===== config.mk =====
export PLATFORM = sky130hd
export DESIGN_NAME = sdram_arbiter
export DESIGN_NICKNAME = d
export VERILOG_FILES = /design/src/rtl/sdram_arbiter.sv
export SDC_FILE = /design/constraint.sdc
export NUM_CORES = 1
export LEC_CHECK = 0
export ABC_AREA = 1
export BUFFER_PORTS_ARGS = -buffer_cell sky130_fd_sc_hd__buf_2
export CAP_MARGIN = 20
export CORE_MARGIN = 2
export CORE_UTILIZATION = 25
export DETAILED_ROUTE_END_ITERATION = 12
export PLACE_DENSITY = 0.71
export SYNTH_ARGS = -nofsm -noshare
export SYNTH_HDL_FRONTEND = slang
export SYNTH_SLANG_ARGS = --single-unit
export TNS_END_PERCENT = 20

===== constraint.sdc =====
create_clock -name clk -period 3 [get_ports clk]
set_input_delay 0.6 -clock clk [delete_from_list [all_inputs] [get_ports clk]]
set_output_delay 0.6 -clock clk [all_outputs]
set_load 0.03 [all_outputs]

===== src/rtl/sdram_arbiter.sv =====
// sdram_arbiter: grants the single SDRAM command/data port to one of three cache
// refill requesters (program fill, data fill, dirty writeback) per line burst.
//
// Ports:
//   clk, reset_n                   clock, asynchronous active-low reset
//   pf_/df_/wb_req, *_addr         requests (held until done) and line addresses
//   pf_/df_/wb_done                one-cycle completion pulse to the finished owner
//   pf_valid, df_valid, fill_data  read beats routed to the owning fill port
//   wb_data, wb_next               writeback word in, consumed-word strobe out
//   mem_cmd_*                      burst command handshake to the SDRAM controller
//   mem_wdata, mem_wnext           write beat data out, controller beat strobe in
//   mem_rdata, mem_rvalid          read beat data and strobe from the controller
//   grant, busy                    current owner (00 none, 01 pf, 10 df, 11 wb), not-idle
//
// Optional feature: define ARB_ROUND_ROBIN_EN for rotating priority
// (wb still beats df); otherwise fixed wb > df > pf.
module sdram_arbiter #(
   parameter int ADDR_W    = 24,
   parameter int BURST_LEN = 8
) (
   input  logic              clk,
   input  logic              reset_n,
   input  logic              pf_req,
   input  logic              df_req,
   input  logic              wb_req,
   input  logic [ADDR_W-1:0] pf_addr,
   input  logic [ADDR_W-1:0] df_addr,
   input  logic [ADDR_W-1:0] wb_addr,
   output logic              pf_done,
   output logic              df_done,
   output logic              wb_done,
   output logic              pf_valid,
   output logic              df_valid,
   output logic [15:0]       fill_data,
   input  logic [15:0]       wb_data,
   output logic              wb_next,
   output logic              mem_cmd_valid,
   input  logic              mem_cmd_ready,
   output logic              mem_cmd_write,
   output logic [ADDR_W-1:0] mem_cmd_addr,
   output logic [15:0]       mem_wdata,
   input  logic              mem_wnext,
   input  logic [15:0]       mem_rdata,
   input  logic              mem_rvalid,
   output logic [1:0]        grant,
   output logic              busy
);
   localparam int LW = $clog2(BURST_LEN);
   localparam int CW = LW + 1;

   typedef enum logic [1:0] {IDLE, CMD, XFER, DONE} state_t;

   state_t            state_q, state_d;
   logic [1:0]        grant_q, grant_d, mask_q, mask_d, win;
   logic [CW-1:0]     cnt_q, cnt_d;
   logic              pf_r, df_r, wb_r, rd, wr, beat;
   logic [ADDR_W-1:0] own_addr;

   // The port that just finished still shows its request for one cycle after done.
   assign pf_r = pf_req & (mask_q != 2'b01);
   assign df_r = df_req & (mask_q != 2'b10);
   assign wb_r = wb_req & (mask_q != 2'b11);

`ifdef ARB_ROUND_ROBIN_EN
   logic [1:0] last_q;
   logic       df_e;
   // Rotation puts the last winner lowest; df is hidden whenever wb is pending
   // so a dirty victim is always written before its replacement is read.
   always_comb begin
      df_e = df_r & ~wb_r;
      case (last_q)
         2'b01:   win = df_e ? 2'b10 : wb_r ? 2'b11 : pf_r ? 2'b01 : 2'b00;
         2'b10:   win = wb_r ? 2'b11 : pf_r ? 2'b01 : df_e ? 2'b10 : 2'b00;
         default: win = pf_r ? 2'b01 : df_e ? 2'b10 : wb_r ? 2'b11 : 2'b00;
      endcase
   end
   always_ff @(posedge clk or negedge reset_n)
      if (!reset_n)
         last_q <= 2'b11;
      else if (state_q == IDLE && win != 2'b00)
         last_q <= win;
`else
   assign win = wb_r ? 2'b11 : df_r ? 2'b10 : pf_r ? 2'b01 : 2'b00;
`endif

   assign own_addr = grant_q == 2'b11 ? wb_addr : grant_q == 2'b10 ? df_addr : pf_addr;
   assign rd       = state_q == XFER && grant_q != 2'b11;
   assign wr       = state_q == XFER && grant_q == 2'b11;
   assign beat     = (rd & mem_rvalid) | (wr & mem_wnext);

   always_comb begin
      state_d = state_q;
      grant_d = grant_q;
      cnt_d   = cnt_q;
      mask_d  = 2'b00;
      case (state_q)
         IDLE: if (win != 2'b00) begin
            state_d = CMD;
            grant_d = win;
         end
         CMD: if (mem_cmd_ready) begin
            state_d = XFER;
            cnt_d   = '0;
         end
         XFER: if (beat) begin
            cnt_d = cnt_q + 1'b1;
            if (cnt_q == CW'(BURST_LEN - 1))
               state_d = DONE;
         end
         default: begin
            state_d = IDLE;
            grant_d = 2'b00;
            mask_d  = grant_q;
         end
      endcase
   end

   always_ff @(posedge clk or negedge reset_n)
      if (!reset_n) begin
         state_q <= IDLE;
         grant_q <= 2'b00;
         cnt_q   <= '0;
         mask_q  <= 2'b00;
      end else begin
         state_q <= state_d;
         grant_q <= grant_d;
         cnt_q   <= cnt_d;
         mask_q  <= mask_d;
      end

   assign busy          = state_q != IDLE;
   assign grant         = grant_q;
   assign mem_cmd_valid = state_q == CMD;
   assign mem_cmd_write = state_q == CMD && grant_q == 2'b11;
   assign mem_cmd_addr  = state_q == CMD ? {own_addr[ADDR_W-1:LW], {LW{1'b0}}} : '0;
   assign fill_data     = rd ? mem_rdata : 16'h0;
   assign pf_valid      = rd & mem_rvalid & (grant_q == 2'b01);
   assign df_valid      = rd & mem_rvalid & (grant_q == 2'b10);
   assign mem_wdata     = wr ? wb_data : 16'h0;
   assign wb_next       = wr & mem_wnext;
   assign pf_done       = state_q == DONE && grant_q == 2'b01;
   assign df_done       = state_q == DONE && grant_q == 2'b10;
   assign wb_done       = state_q == DONE && grant_q == 2'b11;
endmodule


==> run summary, run 1 <==
The power per cell area is 737 nW/um2. For this design the static power due to leakage is 0.00182 uW. Setup repair after global routing left no endpoint under its margin. The number of global-route vias before repair is ~1800. The synthesis-to-finish area growth is 60.7%.

The final hold violation count is 0. The critical-path maximum fanout came out at 23. The sequential fraction of the synthesis area came out at 16.5%. For this design the top-level I/O count stands at roughly 180. By count the netlist is led by 111 x sky130_fd_sc_hd__nand2_1, 71 x sky130_fd_sc_hd__inv_1, 38 x sky130_fd_sc_hd__nor2_1. The clock passes through at most 2 buffers. The number of iterations in the first detailed-routing pass is 4. Counting tap cells, the placed design contains a total of ~540 instances. Data arrives at the worst endpoint at roughly 1900 ps.

The worst supply voltage drop on vdd is ~0.0003 V. The wire length of the first global-routing pass came out at around 7.8 mm. In this run the critical register-to-register path is launched from state_q[1]$_DFFE_PN0P_. The total global routing overflow came out at 0. The post-synthesis cell type with the largest combined area is sky130_fd_sc_hd__nand2_1. The DRC violation count after routing is 0.

TritonCTS built the clock tree. In this run, the number of DRC markers left after iteration 0 of detailed routing was just under 80. The most used cell along the critical path is sky130_fd_sc_hd__nand2_2. The clock input transition at the sequential cells of the worst setup and hold paths came out at about 50 ps.

The antenna diode count is 0. The vertical die dimension is roughly 80 um. After detailed routing, the number of vias per cell comes to between 4 and 5. The total global routing track utilization is between 10% and 20%. After the flow finishes, the layout carries non-filler instances totaling 539. The required time of the worst setup path is ~2400 ps. The uppermost metal layer occupied by signal nets is met4. The routability congestion estimate is about 0.81.

Clock tree synthesis selected as its root buffer the cell sky130_fd_sc_hd__clkbuf_8. The worst-case reg-to-reg path depth is 9. The run finished with clean final reports. The wire length on met1 is 2.17 mm. In this run the worst hold path is classified as in -> async. The sum of routed wire length over all layers is around 5.6 mm. Clock latency on the worst-skew pair, taken at its later pin, is 240 ps. The post-synthesis average cell area came out at around 5 um2.

The number of buffers inserted by post-CTS setup repair came out at 0. The area of the core region came out at approximately 6000 um2. The placed wire-length estimate came out at ~4.6 mm.

Sorting the synthesized cells by area gives the leading types as sky130_fd_sc_hd__nand2_1 28%, sky130_fd_sc_hd__inv_1 18%, sky130_fd_sc_hd__dfrtp_1 17%. The number of nets with antenna violations after routing is 0. The synthesized design contains 10 register bits. The final number of max-transition violations came out at 0. The minimum setup slack among reg-to-reg paths is 1360 ps.

The number of antenna violations at the first check in global routing is 0. Counting every instance in the synthesized netlist gives ~300. The final layout contains between 500 and 600 nets. The combined area of all synthesized cells came out at ~1500 um2. The count of instances resized after the clock tree is built is 0. The die is about 82 um wide. Across the run, the number of max-cap violations was 0. The critical path is of the reg -> out type.

The die covers 6690 um2. The total clock sinks came out at 10. The amount of wire on met2 after detailed routing is about 2.8 mm.

The most instantiated flip-flop cell in the synthesis netlist is sky130_fd_sc_hd__dfrtp_1. The endpoint identified for the worst register-to-register timing path is state_q[1]$_DFFE_PN0P_. Dividing the final minimum period by the clock period gives 82.8%.

Traced cell by cell, the critical path runs through nand2_2 > inv_2 > nand2_2 > nor2_1 > buf_2. The element type at the critical path end is a primary output. The total clock buffers created by CTS is 3. The number of enable flip-flop cells after synthesis is 0. The proportion of synthesized flip-flops having asynchronous set or reset came out at 100%. The count of synthesis-stage warnings from yosys is 0. The slowest stage of the critical path is the sky130_fd_sc_hd__dfrtp_1 cell. The total negative slack for setup checks is 0 ps. The total number of H-tree levels came out at 1. The detailed-routed wire length on met3 is 535 um.

Setup violations remaining at the end of the flow were counted as 0. The number of buffer cells added on primary ports is approximately 170. The maximum frequency from static timing analysis is around 400 MHz. The pin count of the biggest net entering global routing came out at 24.

Cells with a size suffix above 1 make up around 39% of the layout. The cts-stage hold buffer count came out at 0. The worst setup path is launched from a flip-flop. The post-detailed-route wirelength per cell is 10.3 um. The starting utilization of the core area came out at 25.7%. The area share of the leading cell type in the synthesized netlist came out at approximately 28%. After synthesis, the netlist uses 18 different library cells.

In the post-synthesis netlist, the cell with the most instances is sky130_fd_sc_hd__nand2_1. The setup clock skew after layout came out at 1.51 ps. The number of standard-cell rows in the floorplan came out at 28. The time the final worst path needs with I/O delays and setup is between 2000 and 2500 ps. Summing over every cut layer, the via total after detailed routing is ~2200. The maximum cell stage delay along the critical path is around 500 ps.
-- worst max-delay path, delay by kind of cell, from the launching register on --
| kind | cells | cell delay (ps) |
|---|---|---|
| AND/OR/NAND/NOR | 3 | 570 |
| buffers and inverters | 2 | 550 |
| flip-flops | 1 | 500 |
-- state kept, by name, indices dropped and copies added, names as in the netlist --
register  cells
cnt_q         4
mask_q        2
state_q       2
grant         2
-- layout by cell type (no fill, tap or decap) --
cell type and instances:
sky130_fd_sc_hd__a21oi_1 5, sky130_fd_sc_hd__buf_2 166, sky130_fd_sc_hd__buf_4 2, sky130_fd_sc_hd__clkbuf_8 4, sky130_fd_sc_hd__conb_1 3, sky130_fd_sc_hd__dfrtp_1 10, sky130_fd_sc_hd__ha_1 6, sky130_fd_sc_hd__inv_1 71
sky130_fd_sc_hd__inv_2 3, sky130_fd_sc_hd__nand2_1 111, sky130_fd_sc_hd__nand2_2 3, sky130_fd_sc_hd__nand3_1 31, sky130_fd_sc_hd__nand4_1 4, sky130_fd_sc_hd__nor2_1 38, sky130_fd_sc_hd__nor2_2 1, sky130_fd_sc_hd__o21ai_1 4
sky130_fd_sc_hd__or2_2 1, sky130_fd_sc_hd__xor2_1 1
-- cell type report --
cell class,instances,area [um2]
clock buffers,4,55.1
fillers,643,3450
inverters,74,278
multi-input cells,208,911
flip-flops and latches,10,250
well taps,75,93.8
repair buffers,168,846
-- through the flow --
step	total power [uW]	cell area (um2)	hold WS (ps)	setup WS [ps]	util, %
finish	1790	2430	208	516	41.3
global route	1970	2430	221	349	41.3
CTS	1810	2430	213	484	41.3
detailed placement	1630	2380	478	757	40.4
global placement	1600	2380	471	763	40.4
floorplan	1260	1520	304	830	-
-- kinds of logic (layout without fill, tap and decap cells) --
family	count (synthesis)	count (layout)	share of synthesized area [%]
AND/OR/NAND/NOR	189	189	50.9
buffers and inverters	87	246	23.8
flip-flops	10	10	16.5
AO/OA/AOI/OAI	9	9	2.97
adder cells (fa/ha/maj)	6	6	4.96
other	1	3	0.248
XOR/XNOR	1	1	0.579
-- per-layer routing --
layer | track usage [%] | up-vias
met3 | 2.64 | 4
met1 | 15.6 | 931
li1 | - | 1192
met4 | 5.17 | 0
met5 | 0 | -
met2 | 29.6 | 111
-- power breakdown --
part	total, uW	internal (uW)	leakage [uW]	switching (uW)
clock network	178	116	0.0000288	61.9
registers	230	178	0.000133	52.2
logic	1380	409	0.00166	976
-- how the worst max path moves through the flow --
stage / start / end / slack, ps / cells after the start
after CTS: grant[0]$_DFFE_PN0P_ / mem_wdata[9] / 480 / 5
after floorplan: state_q[0]$_DFFE_PN0P_ / fill_data[10] / 830 / 7
after global placement: grant[0]$_DFFE_PN0P_ / mem_wdata[9] / 760 / 5
after detailed placement: grant[0]$_DFFE_PN0P_ / mem_wdata[9] / 760 / 5
final: grant[0]$_DFFE_PN0P_ / mem_wdata[13] / 520 / 5
after global routing: grant[0]$_DFFE_PN0P_ / mem_wdata[6] / 350 / 5
Power figures use the tool's default switching activity.
==> run 2: changes to the inputs <==
Settings changed: ABC_AREA 1 to 0.
Clock period 3 ns to 2.5 ns, I/O delays scaled along.
==> run 2 against run 1 <==
  * Sequential power up 36%
  * Combinational power rose by 39%
  * Hold slack lost 83 ps
  * Critical path type unchanged
  * Largest power group unchanged
==> run summary, run 2 <==
The flow ran to the end, and the final reports show no timing, DRC or antenna violations. The register bank with the most flops is cnt_q. The antenna diode count came out at 0 (unchanged). The wire length of the first global-routing pass is 7.48 mm (-4.1%). The final core utilization came out at 41.2% (-0.11 points). The latest clock arrival within the worst-skew pair is 240 ps (about the same). Yosys instantiated no cell more often than sky130_fd_sc_hd__nand2_1. The number of flip-flops and latches in the synthesized netlist came out at 10 (unchanged).

The sum of routed wire length over all layers is 5.41 mm (-2.7%). The setup violation total in the final timing report came out at 0 (unchanged). The proportion of synthesized flip-flops having asynchronous set or reset is 100% (unchanged). The element type at the critical path end is a primary output.

The number of vias in the routed layout is 1989 (-11%). The dominant delay contributor by cell family on the critical path is simple AND/OR/NAND/NOR gates. The number of standard-cell rows in the floorplan came to 28 (unchanged). The master cell of the clock root buffer is sky130_fd_sc_hd__clkbuf_8.

The final number of max-transition violations came out at 0 (unchanged). The number of iterations in the first detailed-routing pass came out at 4 (unchanged). The most frequent standard cell in the layout excluding fill and tap cells is sky130_fd_sc_hd__buf_2.

The setup clock skew after layout is 0.952 ps (-0.553 ps). The total global routing track utilization came to 14.3% (-0.70 points). The worst setup path is launched from a flip-flop. The top cell types in the final layout, fill and taps aside, are 166 x sky130_fd_sc_hd__buf_2, 23 x sky130_fd_sc_hd__nand2_1, 22 x sky130_fd_sc_hd__mux2i_1. The final hold violation count was 0 (unchanged). The total power came out at 2410 uW (+34%).

The minimum setup slack among reg-to-reg paths came out at 480 ps (-880 ps). The simple-gate area share of the yosys netlist came out at 30.5% (-20 points). The critical-path maximum fanout is 17 (-26%). The number of nets with antenna violations after routing was 0 (unchanged).

The count of cell types in the netlist came out at 39 (+21). In this run the worst hold path is classified as in -> async. The post-detailed-route wirelength per cell came to 12.8 um (+24%). The total global routing overflow is 0 (unchanged). For this design, the slowest cell found on the critical path is sky130_fd_sc_hd__dfrtp_1. The number of buffer and inverter instances along the worst setup path is 2 (unchanged).

By count the netlist is led by 24 x sky130_fd_sc_hd__nand2_1, 22 x sky130_fd_sc_hd__mux2i_1, 21 x sky130_fd_sc_hd__o211a_1. The clock input transition at the sequential cells of the worst setup and hold paths was 50 ps (about the same). The floorplan die area is 6660 um2 (-0.48%). The total negative slack for setup checks is 0 ps (unchanged). The smallest setup slack after layout is 232 ps (-284 ps). The pin count of the biggest net entering global routing came to 37 (+54%). The worst setup path startpoint is state_q[0]$_DFFE_PN0P_. The share of the cycle needed by the critical path after routing is 90.7%. The number of buffers inserted by post-CTS setup repair was 0 (unchanged). The number of buffer cells added on primary ports came out at 166 (unchanged). The signal on the critical path passes through inv_1 > ha_2 > and3_2 > and2_1 > buf_2.

Setup repair after global routing left no endpoint under its margin. The I/O pin count is 179 (unchanged). The combined area of all synthesized cells is 1510 um2 (-0.50%). TritonCTS built the clock tree. The time the final worst path needs with I/O delays and setup came out at ~2300 ps. The type of the setup path with the least slack is reg -> out.

The area share of the leading cell type in the synthesized netlist came out at 16.6% (-11 points). Derived from the worst setup path, the maximum achievable clock frequency is approximately 440 MHz. The number of design-rule violations left by the first detailed-router iteration is 95 (+22%). The combinational family with the most area after synthesis is simple AND/OR/NAND/NOR gates. The power per cell area is 991 nW/um2 (+35%). The max-cap violation count came out at 0 (unchanged).

The compound-gate portion of the synthesized area came out at 24.7% (+22 points). The maximum cell stage delay along the critical path is 390 ps (-110 ps). The vertical die dimension came out at 81.6 um (-0.24%). The number of flip-flops in the largest register is 4 (unchanged). The starting utilization of the core area is 25.6% (-0.13 points). The post-synthesis average cell area was 7.81 um2 (+56%). The total leakage power came out at 0.00167 uW (-8.5%).

The placed wire-length estimate came out at 4.31 mm (-5.6%). The multiplexer fraction of the synthesized cell area came out at 15.4% (+15 points). The adder-cell area share of the yosys netlist is 4.98% (+0.025 points). The routability congestion estimate came to 0.780 (-4.2%). The xor/xnor share of the synthesized area came out at 0% (-0.58 points). The layout cell share with drive strength beyond 1 came to 50.9% (+12 points). The post-placement worst setup slack came out at 249 ps (-508 ps). The required time of the worst setup path is 2000 ps (-400 ps). The DRC violation count after routing was 0 (unchanged). The instance count of the mapped netlist came out at 193 (-36%). The arrival time of the worst setup path is 1770 ps (-110 ps).

The total number of H-tree levels is 1 (unchanged). The width of the chip came to 81.6 um (-0.24%). The total clock buffers created by CTS is 3 (unchanged). The worst supply voltage drop on vdd came out at 0.000401 V (+32%). The post-synthesis cell type with the largest combined area is sky130_fd_sc_hd__dfrtp_1. The startpoint identified for the worst register-to-register timing path is state_q[0]$_DFFE_PN0P_. The count of synthesis-stage warnings from yosys came out at 0 (unchanged). The number of enable flip-flop cells after synthesis came out at 0 (unchanged).

The number of buffers on the longest clock path was 2 (unchanged). The number of antenna violations at the first check in global routing was 0 (unchanged). The number of global-route vias before repair came out at 1655 (-9.1%). The synthesis-to-finish area growth came out at 61.1%. The area of the core region is 5890 um2 (unchanged).

The number of nets in the layout is 468 (-20%). The number of vias per cell after detailed routing was 4.70 (+13%). The total clock sinks came out at 10 (unchanged). In the synthesized netlist the dominant register cell turns out to be sky130_fd_sc_hd__dfrtp_1. The sequential fraction of the synthesis area is 16.6% (+0.082 points). By area the synthesized netlist is led by sky130_fd_sc_hd__dfrtp_1 17%, sky130_fd_sc_hd__mux2i_1 15%, sky130_fd_sc_hd__o211a_1 14%.
run 2: cell types whose count changed in the layout (fill, tap and decap cells not counted), sizes merged, moves of 4 or more:
cell | previous run | this run
nand3 | 31 | 2
o211a | 0 | 21
mux2i | 0 | 22
and2 | 0 | 20
nand2 | 114 | 24
inv | 74 | 7
nor2 | 39 | 3
and3 | 0 | 20
nand4 | 4 | 0
run 2: final timing paths:
check                           depth (start not counted)                    to
worst max-delay path                                    5          mem_wdata[7]
worst min-delay path                                    1  cnt_q[0]$_DFFE_PN0P_
worst max register to register                          7  cnt_q[3]$_DFFE_PN0P_
worst min register to register                          2  cnt_q[1]$_DFFE_PN0P_
max in group asynchronous                               1   mask_q[0]$_DFF_PN0_
min in group clk                                        2  cnt_q[1]$_DFFE_PN0P_
run 2: timing repair:
| item | in CTS | in global routing |
|---|---|---|
| endpoints found under the setup margin | 0 | 21 |
| gates resized for setup | 0 | 3 |
| hold buffers | 0 | 0 |
run 2: final cells by class:
cell class	count	area, um2
inverters	7	26.3
clock buffers	3	41.3
well taps	75	93.8
multi-input cells	158	1150
fillers	605	3460
repair buffers	170	861
flip-flops and latches	10	250
run 2: where the power goes:
| part | total, uW | internal, uW | switching [uW] |
|---|---|---|---|
| sequential | 313 | 230 | 82.1 |
| combinational | 1920 | 700 | 1220 |
| clock | 170 | 106 | 64.3 |
run 2: kinds of logic (layout without fill, tap and decap cells):
| family | after synthesis | count (layout) |
|---|---|---|
| DFF | 10 | 10 |
| adders and majority gates | 6 | 6 |
| buffers and inverters | 27 | 180 |
| muxes | 23 | 23 |
| AOI/OAI and AO/OA | 43 | 43 |
| and+or+nand+nor | 83 | 83 |
| other | 1 | 3 |
run 2: metal layers:
| metal | GRT usage, % | vias to the layer above | share of wire, % |
|---|---|---|---|
| met2 | 26.5 | 113 | 52 |
| met1 | 16.7 | 871 | 38 |
| li1 | - | 998 | - |
| met4 | 4.67 | 0 | 1.1 |
| met5 | 0 | - | 0 |
| met3 | 2.20 | 7 | 8.7 |
run 2: stage by stage:
stage / std cells / hold slack (ps) / instance area (um2)
detailed placement: 420 / 384 / 2380
global placement: 420 / 380 / 2380
global route: 423 / 127 / 2430
floorplan: 195 / 204 / 1510
CTS: 423 / 130 / 2420
finish: 423 / 126 / 2430
==> run 3: changes to the inputs <==
Settings changed: CTS_BUF_LIST set to sky130_fd_sc_hd__clkbuf_16.
==> run 3 against run 2 <==
  * Via count barely moved
  * Global-route usage rose by 0.21 points
  * Clock skew rose by 2.3 ps
  * Sequential cell count did not move
  * Critical endpoint unchanged
==> run summary, run 3 (same netlist as run 2, synthesis figures left out) <==
The flow ran to the end, and the final reports show no timing, DRC or antenna violations. The clock input transition at the sequential cells of the worst setup and hold paths is 40 ps (about the same). The pin count of the biggest net entering global routing is 37 (unchanged). The placed wire-length estimate came out at 4.31 mm (unchanged). The total clock buffers created by CTS is 3 (unchanged). The net switching power figure came out at 1390 uW (+1.2%).

The sequential fraction of design power came out at 12.5% (-0.5 points). The worst supply voltage drop on vdd is 0.000401 V (-0.23%). The maximum frequency from static timing analysis came out at 439 MHz (-0.48%). STA classifies the critical path endpoint as a primary output. The min-delay analysis places its worst path in the category in -> async. The share of the cycle needed by the critical path after routing is 91.1% (+0.44 points). The antenna diode count is 0 (unchanged). The number of standard-cell rows in the floorplan came out at 28 (unchanged). TritonCTS built the clock tree.

The setup clock skew after layout is 3.25 ps (+2.29 ps). The number of global-route vias before repair was 1668 (+0.79%). The total clock sinks is 10 (unchanged). The total internal power came out at 1140 uW (+9.9%). The number of nets in the layout came out at 468 (unchanged). The number of antenna violations at the first check in global routing came to 0 (unchanged). The number of buffers inserted by post-CTS setup repair is 0 (unchanged).

The most frequent standard cell in the layout excluding fill and tap cells is sky130_fd_sc_hd__buf_2. The number of flip-flops in the largest register is 4 (unchanged). The I/O pin count is 179 (unchanged). In the layout the commonest cells are 166 x sky130_fd_sc_hd__buf_2, 23 x sky130_fd_sc_hd__nand2_1, 22 x sky130_fd_sc_hd__mux2i_1. The number of design-rule violations left by the first detailed-router iteration is 85 (-11%).

The endpoint of the worst-slack reg-to-reg timing path is cnt_q[3]$_DFFE_PN0P_. The number of vias per cell after detailed routing is 4.70 (about the same). The starting utilization of the core area is 25.6% (unchanged). The startpoint identified for the worst register-to-register timing path is state_q[0]$_DFFE_PN0P_. The DRC violation count after routing came to 0 (unchanged). The total leakage power was 0.00168 uW (+0.92%). The floorplan die area is 6660 um2 (unchanged). STA classifies the critical path startpoint as a flip-flop. The width of the chip came out at 81.6 um (unchanged). The cell area reported after detailed placement came to 2380 um2 (unchanged).

The time the final worst path needs with I/O delays and setup is 2280 ps (+10.9 ps). The maximum cell stage delay along the critical path came out at 390 ps (about the same). The setup violation total in the final timing report is 0 (unchanged).

The standard cell with the maximum stage delay on the critical path is sky130_fd_sc_hd__dfrtp_1. The arrival time of the worst setup path is 1780 ps (about the same). The worst-case reg-to-reg path depth is 7 (unchanged). The master cell of the clock root buffer is sky130_fd_sc_hd__clkbuf_16. The max-cap violation count is 0 (unchanged).

The final number of max-transition violations is 0 (unchanged). The number of buffer cells added on primary ports came out at 166 (unchanged). The critical path goes through inv_1 > ha_2 > and3_2 > and2_1 > buf_2. The post-detailed-route wirelength per cell came to 12.9 um (+0.52%). The part of the total power dissipated in the clock network came out at 11.3% (+4.2 points).

Following the worst setup path forward leads to its endpoint at mem_wdata[7]. The share of total power consumed by net switching is 54.9% (-2.0 points). The layout filler cell count is 601 (-0.66%). The final hold violation count is 0 (unchanged). The cts-stage hold buffer count was 0 (unchanged). The synthesis-to-finish area growth is 63.4%. The vertical die dimension came to 81.6 um (unchanged).

The sum of routed wire length over all layers came out at 5.44 mm (+0.52%). The area of the core region is 5890 um2 (unchanged). The latest clock arrival within the worst-skew pair was 240 ps (about the same). The power per cell area is 1030 nW/um2 (+3.5%). The total number of H-tree levels came to 1 (unchanged). The total global routing overflow came out at 0 (unchanged). The total global routing track utilization is 14.5% (+0.21 points).

Setup repair after global routing left no endpoint under its margin. The critical-path maximum fanout came out at 17 (unchanged). The routability congestion estimate is 0.780 (unchanged).

The register bank with the most flops is cnt_q. The minimum setup slack among reg-to-reg paths came to 510 ps (+30 ps). Tracing the worst setup path back leads to its startpoint at state_q[0]$_DFFE_PN0P_. The critical path is of the reg -> out type. The final standard cell area without fillers is 2460 um2 (+1.4%). The part of the power in combinational logic is 76.2% (-3.7 points). The number of nets with antenna violations after routing came to 0 (unchanged).

The total negative slack for setup checks came out at 0 ps (unchanged). The number of buffers on the longest clock path is 2 (unchanged). The number of iterations in the first detailed-routing pass is 4 (unchanged). The wire length of the first global-routing pass was 7.54 mm (+0.83%). The number of vias in the routed layout came out at 1988 (-0.050%). The required time of the worst setup path is 2000 ps (about the same). The layout cell share with drive strength beyond 1 was 50.9% (unchanged).
## run 3: cell counts in the layout (fill, tap and decap cells not counted)
Identical to the previous run, type by type.
## run 3: power by group through the flow
stage,Sequential [uW],Clock (uW),Combinational [uW]
global placement,306,0,1890
CTS,311,286,1930
finish,316,285,1920
detailed placement,311,0,1920
global route,332,290,2100
floorplan,310,0,1420
## run 3: worst min path at each step
| stage | to | depth (start not counted) |
|---|---|---|
| global placement | cnt_q[0]$_DFFE_PN0P_ | 1 |
| finish | cnt_q[1]$_DFFE_PN0P_ | 1 |
| detailed placement | cnt_q[0]$_DFFE_PN0P_ | 1 |
| global route | cnt_q[0]$_DFFE_PN0P_ | 1 |
| CTS | cnt_q[1]$_DFFE_PN0P_ | 1 |
| floorplan | cnt_q[0]$_DFFE_PN0P_ | 0 |
## run 3: repair_timing
action,in CTS,in global routing
cloned,0,0
hold endpoints to repair,0,0
resized for setup,1,2
endpoints found under the setup margin,7,19
## run 3: metal layers
metal,track usage (%),vias to the layer above,part of all wire [%]
met3,1.54,4,8.4
met2,27.1,111,52
met5,0,-,0
li1,-,995,-
met1,16.7,878,39
met4,6.00,0,1.2
## run 3: layout make-up
cell class	instances	area (um2)	area share (%)
Multi-Input combinational cell	158	1150	46.9
Clock buffer	3	75.1	3.05
Timing Repair Buffer	170	861	35.0
Tap cell	75	93.8	3.81
Sequential cell	10	250	10.2
Inverter	7	26.3	1.07
## run 3: through the flow
step                      hold WS (ps)  power (uW)  utilization, %  worst slack, ps  cells
after global routing               136        2720            41.8             70.7    423
after global placement             380        2200            40.4              308    420
final                              126        2520            41.8              221    423
after detailed placement           384        2230            40.4              249    420
after floorplan                    204        1730               -             69.1    195
after CTS                          132        2520            41.7              124    423
## run 3: critical path: cells and delay by family (launching register included)
kind,cells,cell delay [ps]
adders and majority gates,1,310
buffers and inverters,2,320
DFF,1,390
and+or+nand+nor,2,520
